$ cat src/rtl/wb_stage.sv
// rtl/wb_stage.sv - write-back stage: merges load returns and ALU results into one RF write per cycle
module wb_stage #(
  parameter int DATA_W = 32,
  parameter int ADDR_W = 4,
  parameter int QDEPTH = 2
) (
  input  logic                 clk,
  input  logic                 rst_n,
  input  logic                 exe_valid,
  input  logic                 exe_needs_wb,
  input  logic [ADDR_W-1:0]    exe_rd,
  input  logic [DATA_W-1:0]    exe_data,
  output logic                 exe_ready,
  input  logic                 mem_valid,
  input  logic [ADDR_W-1:0]    mem_rd,
  input  logic [DATA_W-1:0]    mem_data,
  output logic [ADDR_W-1:0]    wb_addr,
  output logic [DATA_W-1:0]    wb_data,
  output logic                 wb_wen,
  output logic [2**ADDR_W-1:0] pend_mask,
  output logic                 err
);
  localparam int PW = (QDEPTH > 1) ? $clog2(QDEPTH) : 1;
  localparam int CW = $clog2(QDEPTH + 1);

  logic [ADDR_W-1:0] q_rd   [QDEPTH];
  logic [DATA_W-1:0] q_data [QDEPTH];
  logic [QDEPTH-1:0] q_vld;
  logic [PW-1:0]     head, tail;
  logic [CW-1:0]     count;

  logic push_req, push_ok, pop, enq, has_q;

  function automatic logic [PW-1:0] wrap_inc(input logic [PW-1:0] p);
    return (p == PW'(QDEPTH - 1)) ? '0 : p + PW'(1);
  endfunction

  assign exe_ready = (count < CW'(QDEPTH));
  assign has_q     = (count != '0);
  assign push_req  = exe_valid & exe_needs_wb;
  assign push_ok   = push_req & exe_ready;
  assign pop       = !mem_valid && has_q;
  // A push bypasses the queue only when nothing else competes for the write port.
  assign enq       = push_ok && (mem_valid || has_q);

  always_comb begin
    pend_mask = '0;
    for (int i = 0; i < QDEPTH; i++) begin
      if (q_vld[i]) pend_mask[q_rd[i]] = 1'b1;
    end
  end

  always_ff @(posedge clk or negedge rst_n) begin
    if (!rst_n) begin
      head  <= '0;
      tail  <= '0;
      count <= '0;
      q_vld <= '0;
    end else begin
      if (pop) begin
        head        <= wrap_inc(head);
        q_vld[head] <= 1'b0;
      end
      if (enq) begin
        tail        <= wrap_inc(tail);
        q_vld[tail] <= 1'b1;
      end
      if (enq && !pop)      count <= count + CW'(1);
      else if (pop && !enq) count <= count - CW'(1);
    end
  end

  always_ff @(posedge clk) begin
    if (enq) begin
      q_rd[tail]   <= exe_rd;
      q_data[tail] <= exe_data;
    end
  end

  always_ff @(posedge clk or negedge rst_n) begin
    if (!rst_n) begin
      wb_wen  <= 1'b0;
      wb_addr <= '0;
      wb_data <= '0;
      err     <= 1'b0;
    end else begin
      if (push_req && !exe_ready) err <= 1'b1;
      if (mem_valid) begin
        wb_wen  <= 1'b1;
        wb_addr <= mem_rd;
        wb_data <= mem_data;
      end else if (has_q) begin
        wb_wen  <= 1'b1;
        wb_addr <= q_rd[head];
        wb_data <= q_data[head];
      end else if (push_ok) begin
        wb_wen  <= 1'b1;
        wb_addr <= exe_rd;
        wb_data <= exe_data;
      end else begin
        wb_wen  <= 1'b0;
      end
    end
  end
endmodule

$ cat config.mk
export PLATFORM = sky130hd
export DESIGN_NAME = wb_stage
export DESIGN_NICKNAME = d
export VERILOG_FILES = /design/src/rtl/wb_stage.sv
export SDC_FILE = /design/constraint.sdc
export NUM_CORES = 1
export LEC_CHECK = 0
export ABC_AREA = 1
export BUFFER_PORTS_ARGS = -buffer_cell sky130_fd_sc_hd__buf_2
export CORE_MARGIN = 2
export CORE_UTILIZATION = 49
export DETAILED_ROUTE_END_ITERATION = 8
export GPL_TIMING_DRIVEN = 0
export MAX_ROUTING_LAYER = met4
export PLACE_DENSITY = 0.76
export SLEW_MARGIN = 20
export SYNTH_ARGS = -nofsm -noshare
export SYNTH_HDL_FRONTEND = slang
export SYNTH_SLANG_ARGS = --single-unit
$ cat constraint.sdc
create_clock -name clk -period 2.65 [get_ports clk]
set_clock_uncertainty 0.1 [all_clocks]
set_input_delay 0.1325 -clock clk [delete_from_list [all_inputs] [get_ports clk]]
set_output_delay 0.1325 -clock clk [all_outputs]
set_load 0.02 [all_outputs]
==> key figures, run 1 <==
Synth
  – Unique masters post-synth: 24
  – Seq/Total Area, Yosys: 0.576
  – Async SR Flop Fraction: 0.379
  – Synth warn: 0
  – Yosys reg bits: approximately 120
  – Post-synthesis instance area: 0.00566 mm^2
  – Synthesized area per cell: ~9 um^2
  – Top post-synthesis cells by area: edfxtp_1, dfrtp_1, nand2_1, nor2_1, nand3_2
  – Mux cell area share after synthesis: 0
  – Mapped Cells: 632
  – Post-synth top area share: 0.382
  – Synth Area in Compound Gates: 0.0217
  – Primary FF master, synth: edfxtp_1
  – Post-Syn Nets: between 700 and 800
  – Post-Synth Simple-Gate Area: 0.335
  – Post-synth top area cell: edfxtp_1
  – XOR/XNOR share of the synthesized area: 0.00464
  – Adder-cell share of the synthesized area: 0.00221
  – EDFF count, synth: 72
  – Largest family of logic cells by synthesized area: simple AND/OR/NAND/NOR gates

Critical path
  – Req. time, crit path: 2.64 ns
  – Delay-heaviest family, CP: simple AND/OR/NAND/NOR gates
  – CP Max Fanout: 23
  – CP max-delay cell: nor2_4
  – R2R cell count: 6
  – Max stage delay on crit path: 0.59 ns
  – Worst r2r src: count[0]$_DFFE_PN0P_
  – Critical path class: flip-flop to flip-flop
  – Worst r2r dst: q_data[1][28]$_DFFE_PP_
  – Count of buffer and inverter cells on the critical path: 2
  – Setup crit end kind: flip-flop
  – CP startpoint kind: flip-flop
  – WP data arrival: 2.15 ns
  – Reg2reg setup slack: 0.50 ns
  – Most frequent CP cell: nor2_4
  – CP Cell Sequence: nor2_4, buf_6, nand2_1, nand2_2, nor2_4, buf_8

Floorplanning
  – # rows: 39
  – Die outline height: 112 um
  – Area of the core: 0.0114 mm^2
  – Die ar.: 0.0124 mm^2
  – DIE WIDTH: 112 um
  – Initial Utilization: 0.498
  – Number of I/O pins: ~130

Place
  – Hpwl dp: 9.62 mm
  – Place WS: 0.483 ns
  – Final GP Congestion: 0.857
  – Post-Place Cell Area: around 0.0066 mm^2
  – I/O Buffers: 131

Hold path
  – Hold path cells: 3
  – Min-delay src: exe_needs_wb
  – Worst hold path type: primary input to flip-flop
  – Hold endpoint: err$_DFFE_PN0P_

STA
  – Clock period minus worst slack: about 2.2 ns
  – Worst relative slew slack: 0.502
  – RSZ-0062 raised after global routing: false
  – Max frequency: 0.464 GHz
  – Worst-margin pin slew: around 0.75 ns
  – Final Hold Vio Count: 0
  – Fin worst setup slack: 0.496 ns
  – Final Max Tran Viols: 0
  – Final worst path period share: 0.813
  – Setup-failing EPs final: 0

Finish
  – Final instance area: around 0.008 mm^2
  – Fill cells: 856
  – FF+latch area: around 0.0033 mm^2
  – Area growth, synth to finish: 39.3%
  – Multi-input gate area: 0.00208 mm^2
  – # diodes: 0
  – Most frequent cells in the layout: nand2_1, buf_2, nor2_1
  – Final core utilization: 0.694
  – Most common library cell in the layout ignoring fill and taps: nand2_1
  – NumNets Final: ~930
  – Share of layout cells above drive strength 1: 0.262

Power
  – Pwr dens: about 960 mW/mm^2
  – Pleak: roughly 0.0038 uW
  – Worst vdd ir: 544 uV

GRT
  – Vias in the first global route: 5118
  – GRT Total Usage: 0.261
  – Largest net degree at the start of global routing: 45
  – Global-route wire length before repair: 24.8 mm
  – Initial antenna violation count: 0
  – Overflow after GRT: 0

Clock tree
  – H-Tree Depth: 4
  – Clock transition at path regs: around 0.060 ns
  – Clock sinks: 116
  – CTS tree: built
  – Worst-Skew Late Latency: ~0.40 ns
  – CTS buffer count: 17
  – Clk root buf: clkbuf_16
  – Deepest clock path buffer count: 2

Route
  – Iteration-0 DRC Markers: 424
  – Post-DR vias/cell: about 5
  – Wire per inst: 15.1 um
  – Total wire length: 15.2 mm
  – Pre-Repair DR Iteration Count: 5
  – Post-route ant nets: 0
  – DRC: 0
  – Routed vias: around 5100

Outcome
  – Status: finished, final reports clean

Run
  – Maxcap violations: 0
## cells in the mapped netlist (2+ instances only)
cell        n
clkbuf_1    3
nand2_2     8
buf_12      3
edfxtp_1   72
buf_6       4
nor2_1    120
nor3_1      2
inv_1      16
xor2_1      2
buf_4       2
nand2_1   261
nand3_2    23
o31ai_1     4
nand3_1    26
dfrtp_1    44
clkbuf_8    6
buf_2      13
o21ai_0    17
## worst register-to-register path, stage by stage (launching register included)
cell     delay [ns]
dfrtp_1        0.44
nor2_4         0.10
buf_6          0.17
nand2_1        0.08
nand2_2        0.10
nor2_4         0.59
buf_8          0.26
## power by group
part,internal [uW],switching [uW]
Combinational,944,1750
Sequential,2350,221
Clock,1490,851
## kinds of logic after synthesis
| group | Yosys count |
|---|---|
| flip-flops | 116 |
| XOR/XNOR | 3 |
| AO/OA/AOI/OAI | 22 |
| adder cells (fa/ha/maj) | 1 |
| AND/OR/NAND/NOR | 443 |
| buffers and inverters | 47 |
## per-stage QoR
| step | std cells | hold WS, ns | TNS, ns | power (uW) |
|---|---|---|---|---|
| floorplan | 632 | -0.263 | 0 | 4340 |
| global placement | 906 | 0.235 | -14.28 | 5060 |
| detailed placement | 908 | 0.247 | 0 | 5180 |
| CTS | 1012 | 0.0000100 | 0 | 7600 |
| global route | 1012 | 0.0357 | 0 | 8030 |
| finish | 1012 | 0.0101 | 0 | 7600 |
## sequential cells by signal (all words and copies together), names as in the netlist
register,count
wb_addr,4
wb_wen,1
q_vld,2
count,2
err,1
tail,1
head,1
wb_data,32
q_data,64
q_rd,8
## how the worst max path moves through the flow
stage,from,end,slack (ns),cells after the start
after global placement,count[0]$_DFFE_PN0P_,q_data[1][22]$_DFFE_PP_,-0.22,5
final,count[0]$_DFFE_PN0P_,q_data[1][28]$_DFFE_PP_,0.50,6
after CTS,count[0]$_DFFE_PN0P_,q_data[1][29]$_DFFE_PP_,0.47,6
after detailed placement,count[0]$_DFFE_PN0P_,q_data[1][22]$_DFFE_PP_,0.48,6
after global routing,count[0]$_DFFE_PN0P_,q_data[1][28]$_DFFE_PP_,0.40,6
after floorplan,count[0]$_DFFE_PN0P_,q_data[1][0]$_DFFE_PP_,0.38,5
## routing by layer
| metal | wire length, um | vias up | GRT usage |
|---|---|---|---|
| li1 | - | 2480 | - |
| met1 | 6190 | 2374 | 0.309 |
| met2 | 7800 | 206 | 0.441 |
| met3 | 909 | 31 | 0.0566 |
| met4 | 340 | 0 | 0.0996 |
| met5 | 0 | - | - |
## final cells by class
| type | instances | share of cell area |
|---|---|---|
| Sequential cell | 116 | 0.414 |
| Buffer | 31 | 0.0354 |
| Multi-Input combinational cell | 469 | 0.263 |
| Inverter | 16 | 0.00762 |
| Clock buffer | 17 | 0.0539 |
| Clock inverter | 15 | 0.0232 |
| Timing Repair Buffer | 205 | 0.180 |
| Tap cell | 143 | 0.0227 |
## what timing repair did
action,in CTS,in global routing
hold buffers,72,0
hold endpoints to repair,151,0
gates resized for setup,0,0
setup endpoints to repair,0,0
setup buffers,0,0
(Power assumes the default switching activity.)
==> run 2, diff against run 1 <==
Settings changed: ABC_AREA 1 to 0, CORE_UTILIZATION 49 to 53, PLACE_DENSITY 0.76 to 0.79.
Clock period 2.65 ns to 2.1 ns, I/O delays scaled along.
==> run 2 against run 1 <==
Net effect:
- cell area fell by 6.0%
- maximum frequency rose by 7.7%
- combinational power up 11%
- routed wire length down 3.3%
- sequential cell count unchanged
- non-clock buffer count up 9
- first-iteration DRC count fell by 30%
- largest cell class unchanged
- global-route usage up 3.6 points
- core utilization grew 7.6 points
- clock-buffer cell count grew 8
- clock power increased by 11%
- critical path depth is 2 lower
==> key figures, run 2 <==
GRT
  – Largest net degree at the start of global routing: between 40 and 50
  – GRT Total Usage: 0.297
  – Vias in the first global route: around 4500
  – Overflow after GRT: 0
  – Initial antenna violation count: 0
  – Global-route wire length before repair: 22.5 mm

STA
  – Final Max Tran Viols: 0
  – Worst relative slew slack: 0.353
  – Max frequency: between 0.5 and 0.6 GHz
  – Final worst path period share: 0.952
  – Worst-margin pin slew: 0.970 ns
  – Post-route setup TNS: 0 ns
  – Setup-failing EPs final: 0
  – Final Hold Vio Count: 0
  – Clock period minus worst slack: 2.00 ns
  – RSZ-0062 raised after global routing: false
  – Fin worst setup slack: between 0.1 and 0.15 ns

Clock tree
  – Clock transition at path regs: 0.06 ns
  – Clock sinks: approximately 120
  – Clk root buf: clkbuf_8
  – Worst-Skew Late Latency: 0.51 ns
  – CTS buffer count: 17
  – Deepest clock path buffer count: 2
  – H-Tree Depth: 4
  – CTS tree: built

Route
  – Wire per inst: 19.3 um
  – Post-route ant nets: 0
  – DRC: 0
  – Total wire length: 14.7 mm
  – Pre-Repair DR Iteration Count: 6
  – Routed vias: 4429
  – Iteration-0 DRC Markers: between 200 and 300
  – Post-DR vias/cell: 5.80

Synth
  – EDFF count, synth: between 70 and 80
  – Yosys reg bits: 116
  – Synthesized area per cell: 13.4 um^2
  – Most frequent cells after synthesis: edfxtp_1, dfrtp_1, nand2_1
  – Unique masters post-synth: 33
  – Post-synth top area cell: edfxtp_1
  – Post-Syn Nets: 464
  – Primary FF master, synth: edfxtp_1
  – Async SR Flop Fraction: 0.379
  – Top post-synthesis cells by area: edfxtp_1, dfrtp_1, mux2_2, a221oi_1, nor4b_1
  – Post-synth top area share: 0.417
  – Synth warn: 0
  – Post-synthesis instance area: between 0.005 and 0.006 mm^2
  – Mapped Cells: 386
  – Seq/Total Area, Yosys: 0.629
  – Count leader, synth: edfxtp_1

Run
  – Maxcap violations: 0

Finish
  – Largest register FFs: 64
  – Most flop-heavy register: q_data
  – Area growth, synth to finish: 43.0%
  – Final instance area: approximately 0.0074 mm^2
  – Most frequent cells in the layout: buf_2, dlygate4sd3_1, edfxtp_1
  – # diodes: 0
  – FF+latch area: between 0.003 and 0.004 mm^2
  – NumNets Final: slightly below 700
  – Largest regs: q_data: 64 flops, wb_data: 32 flops, q_rd: 8 flops
  – Share of layout cells above drive strength 1: 0.357
  – Multi-input gate area: about 0.0017 mm^2
  – Most common library cell in the layout ignoring fill and taps: buf_2
  – Fill cells: 617

Floorplanning
  – Die outline height: ~100 um
  – Area of the core: 0.00964 mm^2
  – Initial Utilization: 0.538
  – # rows: 36
  – DIE WIDTH: slightly above 100 um
  – Die ar.: 0.0106 mm^2
  – Number of I/O pins: between 100 and 150

Critical path
  – WP depth: 4
  – Critical path class: flip-flop to flip-flop
  – Delay-heaviest family, CP: compound AO/OA/AOI/OAI gates
  – WP data arrival: 2.26 ns
  – Count of buffer and inverter cells on the critical path: 2
  – R2R cell count: 4
  – CP Cell Sequence: buf_2, a2111oi_4, buf_6, o21ai_0
  – CP startpoint kind: flip-flop
  – CP Max Fanout: 10
  – Max stage delay on crit path: ~0.84 ns
  – Setup crit end kind: flip-flop
  – Req. time, crit path: 2.36 ns
  – CP max-delay cell: a2111oi_4

Place
  – Post-Place Cell Area: 0.00608 mm^2
  – Hpwl dp: 8.58 mm
  – Final GP Congestion: 0.818
  – I/O Buffers: approximately 130
  – Place WS: -0.211 ns

Power
  – Int Power: 5760 uW
  – Net Switching: 3000 uW
  – Switch share: 0.342
  – Gate power share: 0.341
  – Seq pwr share: 0.364
  – Pwr dens: 1180 mW/mm^2
  – Part of the power in the clock network: 0.295
  – Pleak: roughly 0.0029 uW
  – Worst vdd ir: a little under 800 uV

Hold path
  – Worst hold path type: primary input to asynchronous set/reset pin

Outcome
  – Status: finished, final reports clean
[run 2: final timing paths]
kind / startpoint / endpoint / slack (ns)
max: count[0]$_DFFE_PN0P_ / wb_data[20]$_DFFE_PN0P_ / 0.10
min: rst_n / wb_data[27]$_DFFE_PN0P_ / 0.08
max reg2reg: count[0]$_DFFE_PN0P_ / wb_data[20]$_DFFE_PN0P_ / 0.10
min reg2reg: wb_data[29]$_DFFE_PN0P_ / wb_data[29]$_DFFE_PN0P_ / 0.37
max in group asynchronous: rst_n / count[0]$_DFFE_PN0P_ / 1.39
min in group clk: exe_data[11] / q_data[1][11]$_DFFE_PP_ / 0.23
[run 2: through the flow]
stage          power, uW  hold WS, ns  cells   util
2_1_floorplan       5070       -0.291    386      -
3_3_place_gp        5930        0.204    650  0.627
3_5_place_dp        6000        0.206    653  0.631
4_1_cts             8720        0.203    764  0.768
5_1_grt             9140        0.122    764  0.769
6_report            8760       0.0760    764  0.769
[run 2: power by group through the flow]
| stage | clock, uW | sequential [uW] | combinational, uW |
|---|---|---|---|
| finish | 2590 | 3190 | 2980 |
| global route | 2700 | 3240 | 3210 |
| CTS | 2610 | 3170 | 2940 |
| detailed placement | 0 | 3200 | 2800 |
| global placement | 0 | 3180 | 2750 |
| floorplan | 0 | 3550 | 1520 |
[run 2: what timing repair did]
action                                  CTS  global route
resized for setup                         2             7
cloned                                    1             0
endpoints found under the hold margin   154             0
endpoints found under the setup margin   47             6
hold buffers                             77             0
pin swaps                                 2             0
buffers inserted                          1             0
[run 2: cell type report]
type                            instances  area share
Tap cell                              133      0.0224
Sequential cell                       116       0.440
Multi-Input combinational cell        233       0.235
Buffer                                 33      0.0299
Inverter                                5     0.00253
Clock buffer                           25      0.0639
Timing Repair Buffer                  212       0.198
Clock inverter                          7     0.00776
[run 2: kinds of logic (layout without fill, tap and decap cells)]
family	after synthesis	count (layout)	share of synthesized area
AOI/OAI and AO/OA	93	93	0.129
xor gates and xnor gates	4	4	0.00676
adders and majority gates	1	1	0.00241
buffers and inverters	38	282	0.0408
DFF	116	116	0.629
muxes	36	36	0.0782
and+or+nand+nor	98	99	0.114
[run 2: layer usage]
| metal | routed length, um | global-route usage | vias to the layer above |
|---|---|---|---|
| met3 | 1080 | 0.0746 | 24 |
| met2 | 7470 | 0.492 | 268 |
| met5 | 0 | - | - |
| li1 | - | - | 1994 |
| met1 | 5970 | 0.356 | 2143 |
| met4 | 221 | 0.104 | 0 |
==> run 3, diff against run 2 <==
--- a/config.mk
+++ b/config.mk
@@ -10,4 +10,5 @@
 export CORE_MARGIN = 2
 export CORE_UTILIZATION = 53
+export CTS_CLUSTER_DIAMETER = 200
 export DETAILED_ROUTE_END_ITERATION = 8
 export GPL_TIMING_DRIVEN = 0
==> constraint.sdc (replaced) <==
create_clock -name clk -period 2.1 [get_ports clk]
set_clock_uncertainty 0.1 [all_clocks]
set_input_delay 0 -clock clk [delete_from_list [all_inputs] [get_ports clk]]
set_output_delay 0 -clock clk [all_outputs]
set_load 0.02 [all_outputs]
==> run 3 against run 2 <==
Net effect:
- the flow now finishes with violations (hold timing)
- sequential cell count did not move
- die area did not move
- maximum frequency fell by 1.1%
- first-iteration DRC count rose by 4.1%
- cell count rose by 0.26%
- combinational power barely moved
- core utilization rose by 0.23 points
- routed wire length rose by 0.14%
- register-to-register slack barely moved
- highest routed layer unchanged
==> key figures, run 3 (same netlist as run 2, synthesis figures left out) <==
Floorplanning
  – Die ar.: 0.0106 mm^2
  – Number of I/O pins: ~130
  – Die outline height: 103 um
  – Initial Utilization: 0.538
  – # rows: 36
  – Area of the core: 0.00964 mm^2
  – DIE WIDTH: 103 um

Place
  – Final GP Congestion: 0.818
  – I/O Buffers: 131
  – Hpwl dp: 8.58 mm

GRT
  – Overflow after GRT: 0
  – Initial antenna violation count: 0
  – Largest net degree at the start of global routing: 45
  – GRT Total Usage: 0.297
  – Vias in the first global route: around 4500
  – Global-route wire length before repair: about 23 mm

STA
  – Setup-failing EPs final: 0
  – RSZ-0062 raised after global routing: false
  – Worst-margin pin slew: 0.970 ns
  – Clock period minus worst slack: 2.02 ns
  – Final Hold Vio Count: 24
  – Final Max Tran Viols: 0
  – Max frequency: around 0.5 GHz
  – Hold WS: -0.0247 ns
  – Post-route setup TNS: 0 ns
  – Final worst path period share: 0.962
  – Worst relative slew slack: 0.353

Finish
  – Most flop-heavy register: q_data
  – Area growth, synth to finish: 43.4%
  – NumNets Final: 698
  – Share of layout cells above drive strength 1: 0.359
  – Largest register FFs: 64
  – Most common library cell in the layout ignoring fill and taps: buf_2
  – Most frequent cells in the layout: buf_2, dlygate4sd3_1, edfxtp_1
  – Largest regs: q_data: 64 flops, wb_data: 32 flops, q_rd: 8 flops
  – # diodes: 0

Clock tree
  – CTS buffer count: 17
  – H-Tree Depth: 4
  – Clock sinks: about 120
  – Clock transition at path regs: 0.05 ns
  – Deepest clock path buffer count: 2
  – Worst-Skew Late Latency: between 0.5 and 0.6 ns
  – CTS tree: built
  – Clk root buf: clkbuf_8

Critical path
  – CP max-delay cell: dlygate4sd3_1
  – R2R cell count: 4
  – Setup crit end kind: flip-flop
  – CP Cell Sequence: dlygate4sd3_1, buf_2, nand2_1, dlygate4sd3_1, nor3_2, and2_4
  – Worst r2r dst: wb_data[20]$_DFFE_PN0P_
  – Critical path class: primary input to flip-flop
  – Reg2reg setup slack: 0.10 ns
  – Most frequent CP cell: dlygate4sd3_1
  – WP data arrival: 2.10 ns
  – CP Max Fanout: 18
  – Worst r2r src: count[0]$_DFFE_PN0P_
  – CP startpoint kind: primary input
  – Req. time, crit path: ~2.2 ns
  – Max stage delay on crit path: 0.60 ns

Power
  – Worst vdd ir: 778 uV
  – Pwr dens: 1180 mW/mm^2
  – Pleak: 0.00291 uW
  – Total power: 8770 uW

Route
  – Pre-Repair DR Iteration Count: 5
  – Total wire length: 14.8 mm
  – Iteration-0 DRC Markers: between 300 and 400
  – Post-DR vias/cell: 5.82
  – Post-route ant nets: 0
  – Wire per inst: 19.3 um
  – DRC: 0
  – Routed vias: 4458

Outcome
  – Failing checks: hold timing
  – Status: finished with violations

Run
  – Maxcap violations: 0

Hold path
  – Worst hold path type: primary input to asynchronous set/reset pin
==> run 3: cell types whose count changed in the layout (fill, tap and decap cells not counted), sizes merged <==
cell  delta
buf      +2
==> run 3: area by class of cell <==
type,count,area [um^2]
flip-flops and latches,116,3260
fillers,610,2200
multi-input cells,233,1740
repair buffers,214,1490
clock buffers,25,474
plain buffers,33,221
well taps,133,166
clock inverters,7,57.6
inverters,5,18.8
==> run 3: per-layer routing <==
layer / GRT usage / wire (um) / vias up
met5: - / 0 / -
met4: 0.104 / 282 / 0
met3: 0.0746 / 1120 / 33
met2: 0.492 / 7590 / 268
met1: 0.356 / 5770 / 2160
li1: - / - / 1997
==> run 3: power breakdown <==
part           switching (uW)  internal, uW  total (uW)  leakage [uW]
Combinational            1790          1210        3000       0.00146
Clock                     937          1640        2580      0.000265
Sequential                263          2920        3190       0.00118
Total                    2990          5770        8770       0.00291
==> run 3: through the flow <==
| stage | hold WS, ns | worst slack, ns | cells | util | instance area [um^2] |
|---|---|---|---|---|---|
| finish | -0.0247 | 0.0788 | 766 | 0.772 | 7440 |
| global route | 0.0157 | 0.00292 | 766 | 0.772 | 7440 |
| CTS | 0.0983 | 0.0256 | 764 | 0.768 | 7400 |
| detailed placement | 0.101 | -0.211 | 653 | 0.631 | 6080 |
| global placement | 0.0988 | -1.16 | 650 | 0.627 | 6050 |
| floorplan | -0.396 | -0.358 | 386 | - | 5230 |
==> run 3: what timing repair did <==
item | in CTS | in global routing
pin swaps | 2 | 1
setup endpoints to repair | 47 | 17
gates resized for setup | 2 | 5
buffers inserted | 1 | 2
gates cloned | 1 | 0
hold endpoints to repair | 155 | 0
hold buffers | 77 | 0
==> run 3: critical path: cells and delay by family <==
kind | cells | cell delay (ns)
buf+inv | 3 | 1.29
simple gates | 3 | 0.80
==> run 3: worst max-delay path by stage <==
stage,from,end,slack (ns)
floorplan,count[1]$_DFFE_PN0P_,q_data[0][0]$_DFFE_PP_,-0.36
global placement,count[0]$_DFFE_PN0P_,q_data[0][19]$_DFFE_PP_,-1.16
detailed placement,count[0]$_DFFE_PN0P_,q_data[0][19]$_DFFE_PP_,-0.21
CTS,count[0]$_DFFE_PN0P_,count[1]$_DFFE_PN0P_,0.03
global route,exe_valid,q_rd[1][0]$_DFFE_PP_,0.003
finish,exe_needs_wb,q_data[1][30]$_DFFE_PP_,0.08
